**src/rtl/game_sequencer.sv**
```systemverilog
// game_sequencer: debounces Flappy buttons into pulses, sequences idle/run/lose,
// generates pipe/physics/flash tick enables and tracks the high score.
module game_sequencer #(
  parameter int DEB_CYCLES = 1000000,
  parameter int PIPE_DIV = 524288,
  parameter int PHYS_DIV = 1048576,
  parameter int FLASH_DIV = 4194304,
  parameter int SCORE_W = 4
) (
  input  logic               Clk,
  input  logic               reset,
  input  logic               BtnU,
  input  logic               BtnC,
  input  logic               BtnD,
  input  logic               Lose,
  input  logic [SCORE_W-1:0] Score,
  output logic               Start,
  output logic               Ack,
  output logic               Jump,
  output logic               Pipe_Tick,
  output logic               Phys_Tick,
  output logic               Flash_Blue,
  output logic [SCORE_W-1:0] High_Score,
  output logic               New_High,
  output logic               Q_Idle,
  output logic               Q_Run,
  output logic               Q_Lose
);
  localparam int DW = DEB_CYCLES > 1 ? $clog2(DEB_CYCLES) : 1;
  localparam int PW = PIPE_DIV > 1 ? $clog2(PIPE_DIV) : 1;
  localparam int HW = PHYS_DIV > 1 ? $clog2(PHYS_DIV) : 1;
  localparam int FW = FLASH_DIV > 1 ? $clog2(FLASH_DIV) : 1;
  typedef enum logic [1:0] {IDLE, RUN, LOSE} state_t;
  state_t state, state_n;
  logic [2:0] raw, s1, s2, deb, deb_d, press;
  logic [2:0][DW-1:0] dcnt;
  logic [PW-1:0] pcnt;
  logic [HW-1:0] hcnt;
  logic [FW-1:0] fcnt;
  logic start_n, ack_n, jump_n, run_go, lose_go;
  assign raw = {BtnD, BtnC, BtnU};
  assign press = deb & ~deb_d;
  // press bit order: 0 start, 1 jump, 2 ack
  always_ff @(posedge Clk or negedge reset)
    if (!reset) begin
      s1 <= '0;
      s2 <= '0;
      deb <= '0;
      deb_d <= '0;
      dcnt <= '0;
    end else begin
      s1 <= raw;
      s2 <= s1;
      deb_d <= deb;
      for (int i = 0; i < 3; i++) begin
        dcnt[i] <= (s2[i] == deb[i] || dcnt[i] == DW'(DEB_CYCLES - 1)) ? '0 : dcnt[i] + 1'b1;
        if (s2[i] != deb[i] && dcnt[i] == DW'(DEB_CYCLES - 1)) deb[i] <= ~deb[i];
      end
    end
  always_ff @(posedge Clk or negedge reset)
    if (!reset) begin
      state <= IDLE;
      Start <= 1'b0;
      Ack <= 1'b0;
      Jump <= 1'b0;
    end else begin
      state <= state_n;
      Start <= start_n;
      Ack <= ack_n;
      Jump <= jump_n;
    end
  always_comb begin
    state_n = (state == IDLE && press[0]) ? RUN :
              (state == RUN && Lose) ? LOSE :
              (state == LOSE && press[2]) ? IDLE : state;
    start_n = state == IDLE && press[0];
    jump_n = state == RUN && !Lose && press[1];
    ack_n = state == LOSE && press[2];
  end
  always_comb begin
    Q_Idle = state == IDLE;
    Q_Run = state == RUN;
    Q_Lose = state == LOSE;
  end
  // counters only advance while staying in a state, so entry always restarts them at 0
  assign run_go = state == RUN && state_n == RUN;
  assign lose_go = state == LOSE && state_n == LOSE;
  always_ff @(posedge Clk or negedge reset)
    if (!reset) begin
      pcnt <= '0;
      hcnt <= '0;
      fcnt <= '0;
      Pipe_Tick <= 1'b0;
      Phys_Tick <= 1'b0;
      Flash_Blue <= 1'b0;
    end else begin
      pcnt <= (run_go && pcnt != PW'(PIPE_DIV - 1)) ? pcnt + 1'b1 : '0;
      hcnt <= (run_go && hcnt != HW'(PHYS_DIV - 1)) ? hcnt + 1'b1 : '0;
      fcnt <= (lose_go && fcnt != FW'(FLASH_DIV - 1)) ? fcnt + 1'b1 : '0;
      Pipe_Tick <= run_go && pcnt == PW'(PIPE_DIV - 1);
      Phys_Tick <= run_go && hcnt == HW'(PHYS_DIV - 1);
      Flash_Blue <= lose_go && (Flash_Blue ^ (fcnt == FW'(FLASH_DIV - 1)));
    end
  always_ff @(posedge Clk or negedge reset)
    if (!reset) begin
      High_Score <= '0;
      New_High <= 1'b0;
    end else if (start_n) begin
      New_High <= 1'b0;
    end else if (state == RUN && Lose && Score > High_Score) begin
      High_Score <= Score;
      New_High <= 1'b1;
    end
endmodule

```
**config.mk**
```make
export PLATFORM = sky130hd
export DESIGN_NAME = game_sequencer
export DESIGN_NICKNAME = d
export VERILOG_FILES = /design/src/rtl/game_sequencer.sv
export SDC_FILE = /design/constraint.sdc
export NUM_CORES = 1
export LEC_CHECK = 0
export CORE_MARGIN = 1
export CORE_UTILIZATION = 60
export DETAILED_ROUTE_END_ITERATION = 7
export GPL_TIMING_DRIVEN = 0
export PLACE_DENSITY = 0.85
export SKIP_LAST_GASP = 1
export SLEW_MARGIN = 15
export SYNTH_ARGS = -nofsm -noshare
export SYNTH_HDL_FRONTEND = slang
export SYNTH_SLANG_ARGS = --single-unit
```
**constraint.sdc**
```tcl
create_clock -name Clk -period 5.45 [get_ports Clk]
set_input_delay 1.09 -clock Clk [delete_from_list [all_inputs] [get_ports Clk]]
set_output_delay 1.09 -clock Clk [all_outputs]
set_load 0.1 [all_outputs]
```
==> flow_metrics.tcl, run 1 <==
set metrics [dict create \
    end_kind "output port" \
    synth.cell_area_sq_um 7030 \
    critPathMaxStageDelay_ps 1220 \
    critical_path_required_ps 4360 \
    htreeDepth 4 \
    detailroute.via_count 5527 \
    crit_path_start "state[0]" \
    yosys_most_used_dff "sky130_fd_sc_hd__dfrtp_1" \
    post_route_cells_drive_above_1_share_pct 7.50 \
    drt_wl_total_microns 14800 \
    pre_cts_ws_ps 2290 \
    floorplan.die.width_microns 110 \
    clock_tree.root_cell "sky130_fd_sc_hd__clkbuf_16" \
    tritoncts.num_buffers 17 \
    worstHoldStart "s1[0]" \
    grt_remaining_overflow 0 \
    flow.area_growth_from_synthesis_pct 15.1 \
    ctsResizeCount 0 \
    worst-r2r-cell-count 7 \
    ioPinCount 24 \
    busiest_layer "met2" \
    fin_crit_sh_pct 66.3 \
    cts_hold_repair.buffers 0 \
    final.min_clock_period_ps 3610 \
    yosysSeqAreaShare_pct 52.0 \
    share_clk_of_total_power_pct 50.9 \
    viasPerCell 6.12 \
    timing.critical_path.fanout_max 8 \
    die_area_sq_um 12100 \
    clock_skew_ps 8.96 \
    nNetsFinal 769 \
    global_route.usage.met2_pct 46.2 \
    crit_path_start_kind "register" \
    worst_path_buffer_plus_inverter_count 1 \
    fmaxAchievable_mhz 277 \
    detail_route.wl_per_cell_microns 16.3 \
    power_switching_share_pct 19.7 \
    grt_start_max_net_pins 83 \
    p_int_mw 1.89 \
    gr-usage-all-layers_pct 26.7 \
    global_route_wire_length_before_repair_microns 25000 \
    initial_core_util_pct 61.5 \
    worst-path-stages 2 \
    synth-edff-count 0 \
    synthDistinctLibCells 49 \
    hold_depth 0 \
    filler_cell_count 805 \
    clk_latency_ps 430 \
    finalSetupViolCount 0 \
    cts.sinks 146 \
    synth.avg_cell_area_sq_um 9.95 \
    final.setup.tns_ps 0 \
    clk_pin_slew_worst_paths_ps 60 \
    grtUsageMet1_pct 31.2 \
    detailedRoute.firstIterationViolations 403 \
    via_count_of_the_first_global_routing_pass 5548 \
    reg2reg_from "hcnt[0]" \
    cp_slowest_cell "sky130_fd_sc_hd__clkdlybuf4s50_1" \
    clock_tree_buf_depth 2 \
    synth-seq-cells 146 \
    hold_viol 0 \
    net_switching_power_of_the_design_uw 462 \
    tritoncts "built" \
    drt-pass1-iter-count 5 \
    n_antenna_cell 0 \
    postSynthCellCount 706 \
    p_leak_nw 3.24 \
    die_height_microns 110 \
    dp_hpwl_microns 9690 \
    ir_worst_vdd_uv 412 \
    drcViolationCount 0 \
    design.core.area_sq_um 11400 \
    crit_type "register to output port" \
    timing.max_cap.violations 0 \
    io_buffers 23 \
    critical_path.cell_chain "nor2b_1 > clkdlybuf4s50_1" \
    power_density_nw_per_um2 291 \
    worst_min_delay_path_class "register to register" \
    grt_antenna_before_repair 0 \
    yosysWarningCount 0 \
    tightest_slew_ps 1020 \
    share_comb_of_total_power_pct 2.4 \
    place.gp.congestion 0.841 \
    rsz0062_at_grt "false" \
    floorplan.rows 39 \
    worst_ep_arrival_time_ps 2520 \
    seq_power_share_pct 46.8 \
    outcome "completed" \
    report.final.slew_viol_count 0 \
    synth_fp_nets 726 \
    met3_usage_pct 7.29 \
    detail-route-antenna-nets 0 \
    worst_path_dominant_cell_family "buffers and inverters" \
    maxSlewHeadroom_pct 31.6 \
    cts_setup_buffers 0 \
    synth_async_sr_flop_share_pct 100 \
    fin_ws_ps 1840 \
]
==> final cells by class <==
type | count | area, sq um | area share [%]
sequential | 146 | 3650 | 45.2
multi-input combinational | 512 | 3180 | 39.3
clock buffer | 27 | 553 | 6.84
timing repair buffer | 24 | 263 | 3.25
tap | 143 | 179 | 2.21
buffer | 22 | 98.8 | 1.22
inverter | 26 | 97.6 | 1.21
clock inverter | 3 | 65.1 | 0.805
==> layer usage <==
layer	share of wire, %	vias up
met5	0	-
met4	1.9	0
met3	3.1	32
met2	52	105
met1	43	2781
li1	-	2609
==> sequential cells by signal, indices dropped and copies added (netlist names), 2 cells and up <==
name / count
High_Score: 4
dcnt: 60
deb: 3
deb_d: 3
fcnt: 22
hcnt: 20
pcnt: 19
s1: 3
s2: 3
state: 2
==> kinds of logic (layout without fill, tap and decap cells) <==
| logic type | Yosys count | in the layout | synth area share, % |
|---|---|---|---|
| and+or+nand+nor | 332 | 332 | 25.1 |
| DFF | 146 | 146 | 52.0 |
| AOI/OAI and AO/OA | 88 | 88 | 7.87 |
| xor gates and xnor gates | 75 | 75 | 9.35 |
| buffers and inverters | 48 | 102 | 2.80 |
| adders and majority gates | 10 | 10 | 1.78 |
| muxes | 7 | 7 | 1.12 |
==> power by group through the flow <==
stage	clock [mW]	combinational, mW	sequential, mW
2_1_floorplan	0	0.0195	1.12
3_3_place_gp	0	0.0519	1.12
3_5_place_dp	0	0.0566	1.12
4_1_cts	1.20	0.0569	1.10
5_1_grt	1.25	0.0651	1.10
6_report	1.20	0.0554	1.10
==> cell usage after synthesis, drive strengths merged (3+ instances only) <==
| master | n | area share [%] |
|---|---|---|
| o21ai | 21 | 1.5 |
| dfrtp | 146 | 52 |
| a21oi | 36 | 2.6 |
| and3 | 11 | 0.98 |
| nor2b | 3 | 0.27 |
| nand4 | 23 | 2.3 |
| mux2 | 7 | 1.1 |
| and4 | 11 | 1.4 |
| nor4 | 19 | 1.7 |
| and2 | 3 | 0.27 |
| nor3 | 11 | 0.78 |
| o31ai | 19 | 2.3 |
| or3 | 26 | 2.4 |
| ha | 10 | 1.8 |
| nor4b | 6 | 0.75 |
| o211ai | 3 | 0.32 |
| buf | 6 | 0.55 |
| nor2 | 93 | 5.0 |
| xnor2 | 44 | 5.5 |
| or4 | 21 | 2.3 |
| inv | 26 | 1.4 |
| xor2 | 31 | 3.9 |
| nand2 | 51 | 2.8 |
| clkbuf | 16 | 0.85 |
| nand3 | 45 | 3.3 |
==> through the flow <==
step | cells | instance area [sq um] | util [%] | total power, mW | hold WS (ps)
after floorplan | 706 | 7030 | - | 1.14 | 331
after global placement | 872 | 7440 | 65.1 | 1.17 | 332
after detailed placement | 873 | 7470 | 65.4 | 1.18 | 335
after CTS | 903 | 8090 | 70.8 | 2.36 | 348
after global routing | 903 | 8090 | 70.8 | 2.42 | 360
final | 903 | 8090 | 70.8 | 2.35 | 347
==> layout by cell type, fill, tap and decap left out, types with 2 or more instances in the layout <==
master,n
sky130_fd_sc_hd__nor3b_1,2
sky130_fd_sc_hd__inv_1,26
sky130_fd_sc_hd__a21oi_1,36
sky130_fd_sc_hd__dfrtp_1,146
sky130_fd_sc_hd__nor2b_1,3
sky130_fd_sc_hd__o211ai_1,3
sky130_fd_sc_hd__and2_1,3
sky130_fd_sc_hd__nand3_2,2
sky130_fd_sc_hd__xor2_1,31
sky130_fd_sc_hd__mux2_2,7
sky130_fd_sc_hd__clkbuf_16,17
sky130_fd_sc_hd__nor3_1,11
sky130_fd_sc_hd__or3_2,2
sky130_fd_sc_hd__and4_1,11
sky130_fd_sc_hd__bufinv_16,2
sky130_fd_sc_hd__xnor2_1,44
sky130_fd_sc_hd__buf_2,4
sky130_fd_sc_hd__o21ai_0,21
sky130_fd_sc_hd__clkbuf_8,9
sky130_fd_sc_hd__nor2_1,93
sky130_fd_sc_hd__nand2b_1,2
sky130_fd_sc_hd__nand3_1,43
sky130_fd_sc_hd__clkdlybuf4s50_1,22
sky130_fd_sc_hd__or3_1,24
sky130_fd_sc_hd__nand2_1,50
sky130_fd_sc_hd__clkbuf_1,17
sky130_fd_sc_hd__o31ai_1,17
sky130_fd_sc_hd__and3_1,11
sky130_fd_sc_hd__a21o_1,2
sky130_fd_sc_hd__or4_1,20
sky130_fd_sc_hd__ha_1,10
sky130_fd_sc_hd__nor4b_1,6
sky130_fd_sc_hd__nor4_1,19
sky130_fd_sc_hd__nand4_1,22
==> worst paths after layout <==
check                                 to  slack (ps)
min in group asynchronous       hcnt[10]         600
worst min-delay path               s2[0]         350
worst min register to register     s2[0]         350
worst max-delay path               Q_Run        1840
worst max register to register  hcnt[12]        3020
max in group asynchronous       dcnt[21]        4110
Power figures use the tool's default switching activity.
==> run 2: changes to the inputs <==
Clock period 5.45 ns to 3.75 ns, I/O delays scaled along.
==> run 2 against run 1 <==
Against the previous run:
- total power grew 45%
- combinational power increased by 46%
- hold slack lost 79 ps
- clock power up 44%
- final area unchanged
- count of clock-buffer cells in the layout stayed put
- sequential power increased by 45%
- global-route usage hardly changed
- via count barely moved
- largest cell class unchanged
- final cell count unchanged
- sequential share of layout area unchanged
==> flow_metrics.tcl, run 2 (synthesis gave the netlist of run 1 again) <==
set metrics [dict create \
    drcViolationCount 0 \
    fin_crit_sh_pct 87.1 \
    finalSetupViolCount 0 \
    met3_usage_pct 7.35 \
    grtUsageMet1_pct 31.2 \
    seq_power_share_pct 46.8 \
    cts_hold_repair.buffers 0 \
    ir_worst_vdd_uv 602 \
    flow.area_growth_from_synthesis_pct 15.1 \
    die_height_microns 110 \
    worst-r2r-cell-count 7 \
    grt_remaining_overflow 0 \
    rrSetupSlack_ps 1330 \
    net_switching_power_of_the_design_uw 669 \
    fin_ws_ps 482 \
    end_kind "output port" \
    power_density_nw_per_um2 422 \
    summed_area_of_non_filler_cells_in_the_final_layout_sq_um 8090 \
    cts_setup_buffers 0 \
    p_leak_nw 3.24 \
    ff_latch_area_sq_um 3650 \
    clk_latency_ps 420 \
    dp_cells 873 \
    crit_type "register to output port" \
    clk_pin_slew_worst_paths_ps 60 \
    ioPinCount 24 \
    share_clk_of_total_power_pct 50.8 \
    drt-pass1-iter-count 5 \
    worst_ep_arrival_time_ps 2520 \
    pre_cts_ws_ps 928 \
    drt_wl_total_microns 14800 \
    outcome "completed" \
    io_buffers 23 \
    post_route_cells_drive_above_1_share_pct 7.50 \
    hold_viol 0 \
    tightest_slew_ps 1030 \
    worst_min_delay_path_class "input pin to asynchronous set/reset pin" \
    viasPerCell 6.12 \
    crit_path_start_kind "register" \
    tritoncts "built" \
    clock_tree.root_cell "sky130_fd_sc_hd__clkbuf_16" \
    floorplan.rows 39 \
    final.min_clock_period_ps 3270 \
    report.final.slew_viol_count 0 \
    grt_antenna_before_repair 0 \
    most-common-layout-cells "146 x sky130_fd_sc_hd__dfrtp_1, 93 x sky130_fd_sc_hd__nor2_1, 50 x sky130_fd_sc_hd__nand2_1" \
    critPathMaxStageDelay_ps 1220 \
    busiest_layer "met2" \
    final_common_cell "sky130_fd_sc_hd__dfrtp_1" \
    multiInputGateArea_sq_um 3180 \
    dp_hpwl_microns 9690 \
    timing.max_cap.violations 0 \
    global_route.usage.met2_pct 46.2 \
    p_int_mw 2.74 \
    critical_path.cell_chain "nor2b_1 > clkdlybuf4s50_1" \
    detail_route.wl_per_cell_microns 16.4 \
    n_antenna_cell 0 \
    fmaxAchievable_mhz 306 \
    filler_cell_count 805 \
    tritoncts.num_buffers 17 \
    detailedRoute.firstIterationViolations 429 \
    top_regs "dcnt (60), fcnt (22), hcnt (20)" \
    via_count_of_the_first_global_routing_pass 5545 \
    nNetsFinal 769 \
    detail-route-antenna-nets 0 \
    power_switching_share_pct 19.6 \
    clock_skew_ps 8.75 \
    registers.top_by_ff_count "dcnt" \
    die_area_sq_um 12100 \
    total_cell_area_at_the_placement_stage_sq_um 7470 \
    rsz0062_at_grt "false" \
    grt_start_max_net_pins 83 \
    global_route_wire_length_before_repair_microns 25000 \
    floorplan.die.width_microns 110 \
    largest_register_ffs 60 \
    cp_slowest_cell "sky130_fd_sc_hd__clkdlybuf4s50_1" \
    final_cells 903 \
    critical_path_required_ps 3000 \
    initial_core_util_pct 61.5 \
    timing.critical_path.fanout_max 8 \
    maxSlewHeadroom_pct 31.4 \
    htreeDepth 4 \
    detailroute.via_count 5524 \
    place.gp.congestion 0.841 \
    share_comb_of_total_power_pct 2.4 \
    gr-usage-all-layers_pct 26.8 \
    cts.sinks 146 \
    clock_tree_buf_depth 2 \
    design.core.area_sq_um 11400 \
    ctsResizeCount 0 \
]
run 2: cell counts in the layout (fill, tap and decap cells not counted):
Identical to the previous run, type by type.
run 2: power by group through the flow:
stage / logic (mW) / registers [mW] / clock network, mW
finish: 0.0809 / 1.60 / 1.73
global route: 0.0945 / 1.60 / 1.82
CTS: 0.0827 / 1.60 / 1.75
detailed placement: 0.0823 / 1.63 / 0
global placement: 0.0755 / 1.63 / 0
floorplan: 0.0283 / 1.62 / 0
run 2: worst paths after layout:
| path | start | to |
|---|---|---|
| hold / removal | reset | hcnt[11] |
| hold reg to reg | s1[0] | s2[0] |
| max in group asynchronous | reset | dcnt[21] |
| setup / recovery | state[0] | Q_Run |
| min in group Clk | s1[0] | s2[0] |
| setup reg to reg | hcnt[0] | hcnt[12] |
run 2: area by class of cell:
type,count,area share (%)
buffer,22,1.22
multi-input combinational,512,39.3
sequential,146,45.2
inverter,26,1.21
clock inverter,3,0.805
clock buffer,27,6.84
tap,143,2.21
timing repair buffer,24,3.25
run 2: routing by layer:
layer,wire [microns],vias up
li1,-,2604
met1,6350,2775
met2,7750,110
met3,457,35
met4,284,0
met5,0,-
run 2: per-stage QoR:
step / hold WS [ps] / util, % / power (mW) / setup TNS [ps]
floorplan: 331 / - / 1.65 / 0
global placement: 332 / 65.1 / 1.70 / -521880
detailed placement: 335 / 65.4 / 1.71 / 0
CTS: 278 / 70.8 / 3.43 / 0
global route: 309 / 70.8 / 3.51 / 0
finish: 268 / 70.8 / 3.41 / 0
run 2: worst max-delay path, delay by kind of cell, from the launching register on:
family        cells  cell delay, ps
simple gates      1             430
flops             1             450
buf+inv           1            1220
==> run 3: changes to the inputs <==
Settings changed: GPL_TIMING_DRIVEN 0 to default.
Clock period 3.75 ns to 3.28 ns, I/O delays scaled along.
==> run 3 against run 2 <==
Against the previous run:
- clock power rose by 17%
- wire length fell by 4.8%
- total power rose by 15%
- sequential power rose by 14%
- hold slack got worse by 24 ps
- flip-flop and latch count did not move
- non-clock buffer count fell by 17
==> flow_metrics.tcl, run 3 (synthesis gave the netlist of run 1 again) <==
set metrics [dict create \
    drt_wl_total_microns 14100 \
    nNetsFinal 752 \
    final.min_clock_period_ps 2380 \
    grt_start_max_net_pins 75 \
    final.setup.tns_ps 0 \
    top_regs "dcnt (60), fcnt (22), hcnt (20)" \
    detail-route-antenna-nets 0 \
    rsz0062_at_grt "false" \
    drt-pass1-iter-count 4 \
    timing.critical_path.fanout_max 8 \
    ir_worst_vdd_uv 531 \
    via_count_of_the_first_global_routing_pass 5164 \
    floorplan.die.width_microns 110 \
    grt_antenna_before_repair 0 \
    clock_tree.root_cell "sky130_fd_sc_hd__clkbuf_16" \
    global_route_wire_length_before_repair_microns 23400 \
    cts_setup_buffers 0 \
    crit_path_start_kind "register" \
    design.core.area_sq_um 11400 \
    die_area_sq_um 12100 \
    cts.sinks 146 \
    fin_crit_sh_pct 72.4 \
    fmaxAchievable_mhz 421 \
    detailroute.via_count 5337 \
    place.gp.congestion 0.896 \
    die_height_microns 110 \
    tritoncts "built" \
    p_leak_nw 3.24 \
    detail_route.wl_per_cell_microns 15.9 \
    gr-usage-all-layers_pct 25.3 \
    outcome "completed" \
    maxSlewHeadroom_pct 47.8 \
    power_switching_share_pct 20.3 \
    drcViolationCount 0 \
    seq_power_share_pct 46.4 \
    io_buffers 23 \
    cts_hold_repair.buffers 0 \
    dp_hpwl_microns 9460 \
    clk_pin_slew_worst_paths_ps 60 \
    clock_tree_buf_depth 2 \
    p_int_mw 3.14 \
    report.final.slew_viol_count 0 \
    detailedRoute.firstIterationViolations 495 \
    htreeDepth 4 \
    share_comb_of_total_power_pct 2.3 \
    viasPerCell 6.01 \
    final_common_cell "sky130_fd_sc_hd__dfrtp_1" \
    power_density_nw_per_um2 492 \
    timing.max_cap.violations 0 \
    registers.top_by_ff_count "dcnt" \
    ctsResizeCount 0 \
    grt_remaining_overflow 0 \
    worst_min_delay_path_class "input pin to asynchronous set/reset pin" \
    tritoncts.num_buffers 17 \
    net_switching_power_of_the_design_uw 797 \
    clk_latency_ps 420 \
    most-common-layout-cells "146 x sky130_fd_sc_hd__dfrtp_1, 93 x sky130_fd_sc_hd__nor2_1, 50 x sky130_fd_sc_hd__nand2_1" \
    share_clk_of_total_power_pct 51.2 \
    initial_core_util_pct 61.5 \
    worst_ep_arrival_time_ps 1720 \
    end_kind "output port" \
    largest_register_ffs 60 \
    hold_viol 0 \
    flow.area_growth_from_synthesis_pct 13.8 \
    tightest_slew_ps 772 \
    finalSetupViolCount 0 \
    floorplan.rows 39 \
    crit_type "register to output port" \
    ioPinCount 24 \
    critical_path_required_ps 2620 \
    fin_ws_ps 904 \
    pre_cts_ws_ps 739 \
    post_route_cells_drive_above_1_share_pct 9.93 \
    n_antenna_cell 0 \
    clock_skew_ps 5.29 \
]
## run 3: cell count changes in the layout (fill, tap and decap cells not counted), moves of 2 or more
cell	before	now
sky130_fd_sc_hd__buf_4	1	19
sky130_fd_sc_hd__clkbuf_8	9	5
sky130_fd_sc_hd__clkinv_2	1	4
sky130_fd_sc_hd__o31ai_1	17	15
sky130_fd_sc_hd__o31ai_2	1	3
sky130_fd_sc_hd__clkdlybuf4s50_1	22	8
sky130_fd_sc_hd__clkbuf_1	17	1
sky130_fd_sc_hd__buf_2	4	0
## run 3: worst max-delay path, cell delays in order, from the launching register on
cell	delay, ps
sky130_fd_sc_hd__dfrtp_1	470
sky130_fd_sc_hd__nor2b_1	450
sky130_fd_sc_hd__buf_4	380
## run 3: area by class of cell
cell class / count / area [sq um]
Fill cell: 824 / 3420
Clock inverter: 9 / 126
Multi-Input combinational cell: 512 / 3190
Clock buffer: 23 / 498
Timing Repair Buffer: 29 / 254
Inverter: 26 / 97.6
Tap cell: 143 / 179
Sequential cell: 146 / 3650
## run 3: path summary, 6_finish.rpt
path	startpoint	endpoint	slack, ps	cells past startpoint
min in group Clk	s1[2]	s2[2]	350	0
setup / recovery	state[0]	Q_Run	900	2
hold reg to reg	s1[2]	s2[2]	350	0
setup reg to reg	pcnt[0]	pcnt[4]	930	5
hold / removal	reset	hcnt[7]	240	1
max in group asynchronous	reset	dcnt[0]	2230	2
## run 3: power groups by stage
stage | sequential [mW] | combinational [mW] | clock [mW]
final | 1.83 | 0.0916 | 2.02
after global placement | 1.86 | 0.0894 | 0
after CTS | 1.83 | 0.0948 | 2.04
after global routing | 1.83 | 0.106 | 2.12
after floorplan | 1.86 | 0.0324 | 0
after detailed placement | 1.86 | 0.0940 | 0
## run 3: through the flow
step / power [mW] / instances / utilization (%) / area, sq um / hold slack, ps
2_1_floorplan: 1.89 / 706 / - / 7030 / 331
3_3_place_gp: 1.95 / 856 / 64.6 / 7370 / 337
3_5_place_dp: 1.95 / 856 / 64.6 / 7370 / 335
4_1_cts: 3.96 / 888 / 70.0 / 8000 / 266
5_1_grt: 4.05 / 888 / 70.0 / 8000 / 300
6_report: 3.93 / 888 / 70.0 / 8000 / 244
## run 3: routing by layer
| metal | track usage [%] | wire length, microns |
|---|---|---|
| met3 | 6.64 | 460 |
| met1 | 30.9 | 6220 |
| met5 | 0 | 0 |
| met2 | 42.9 | 7260 |
| met4 | 9.77 | 187 |
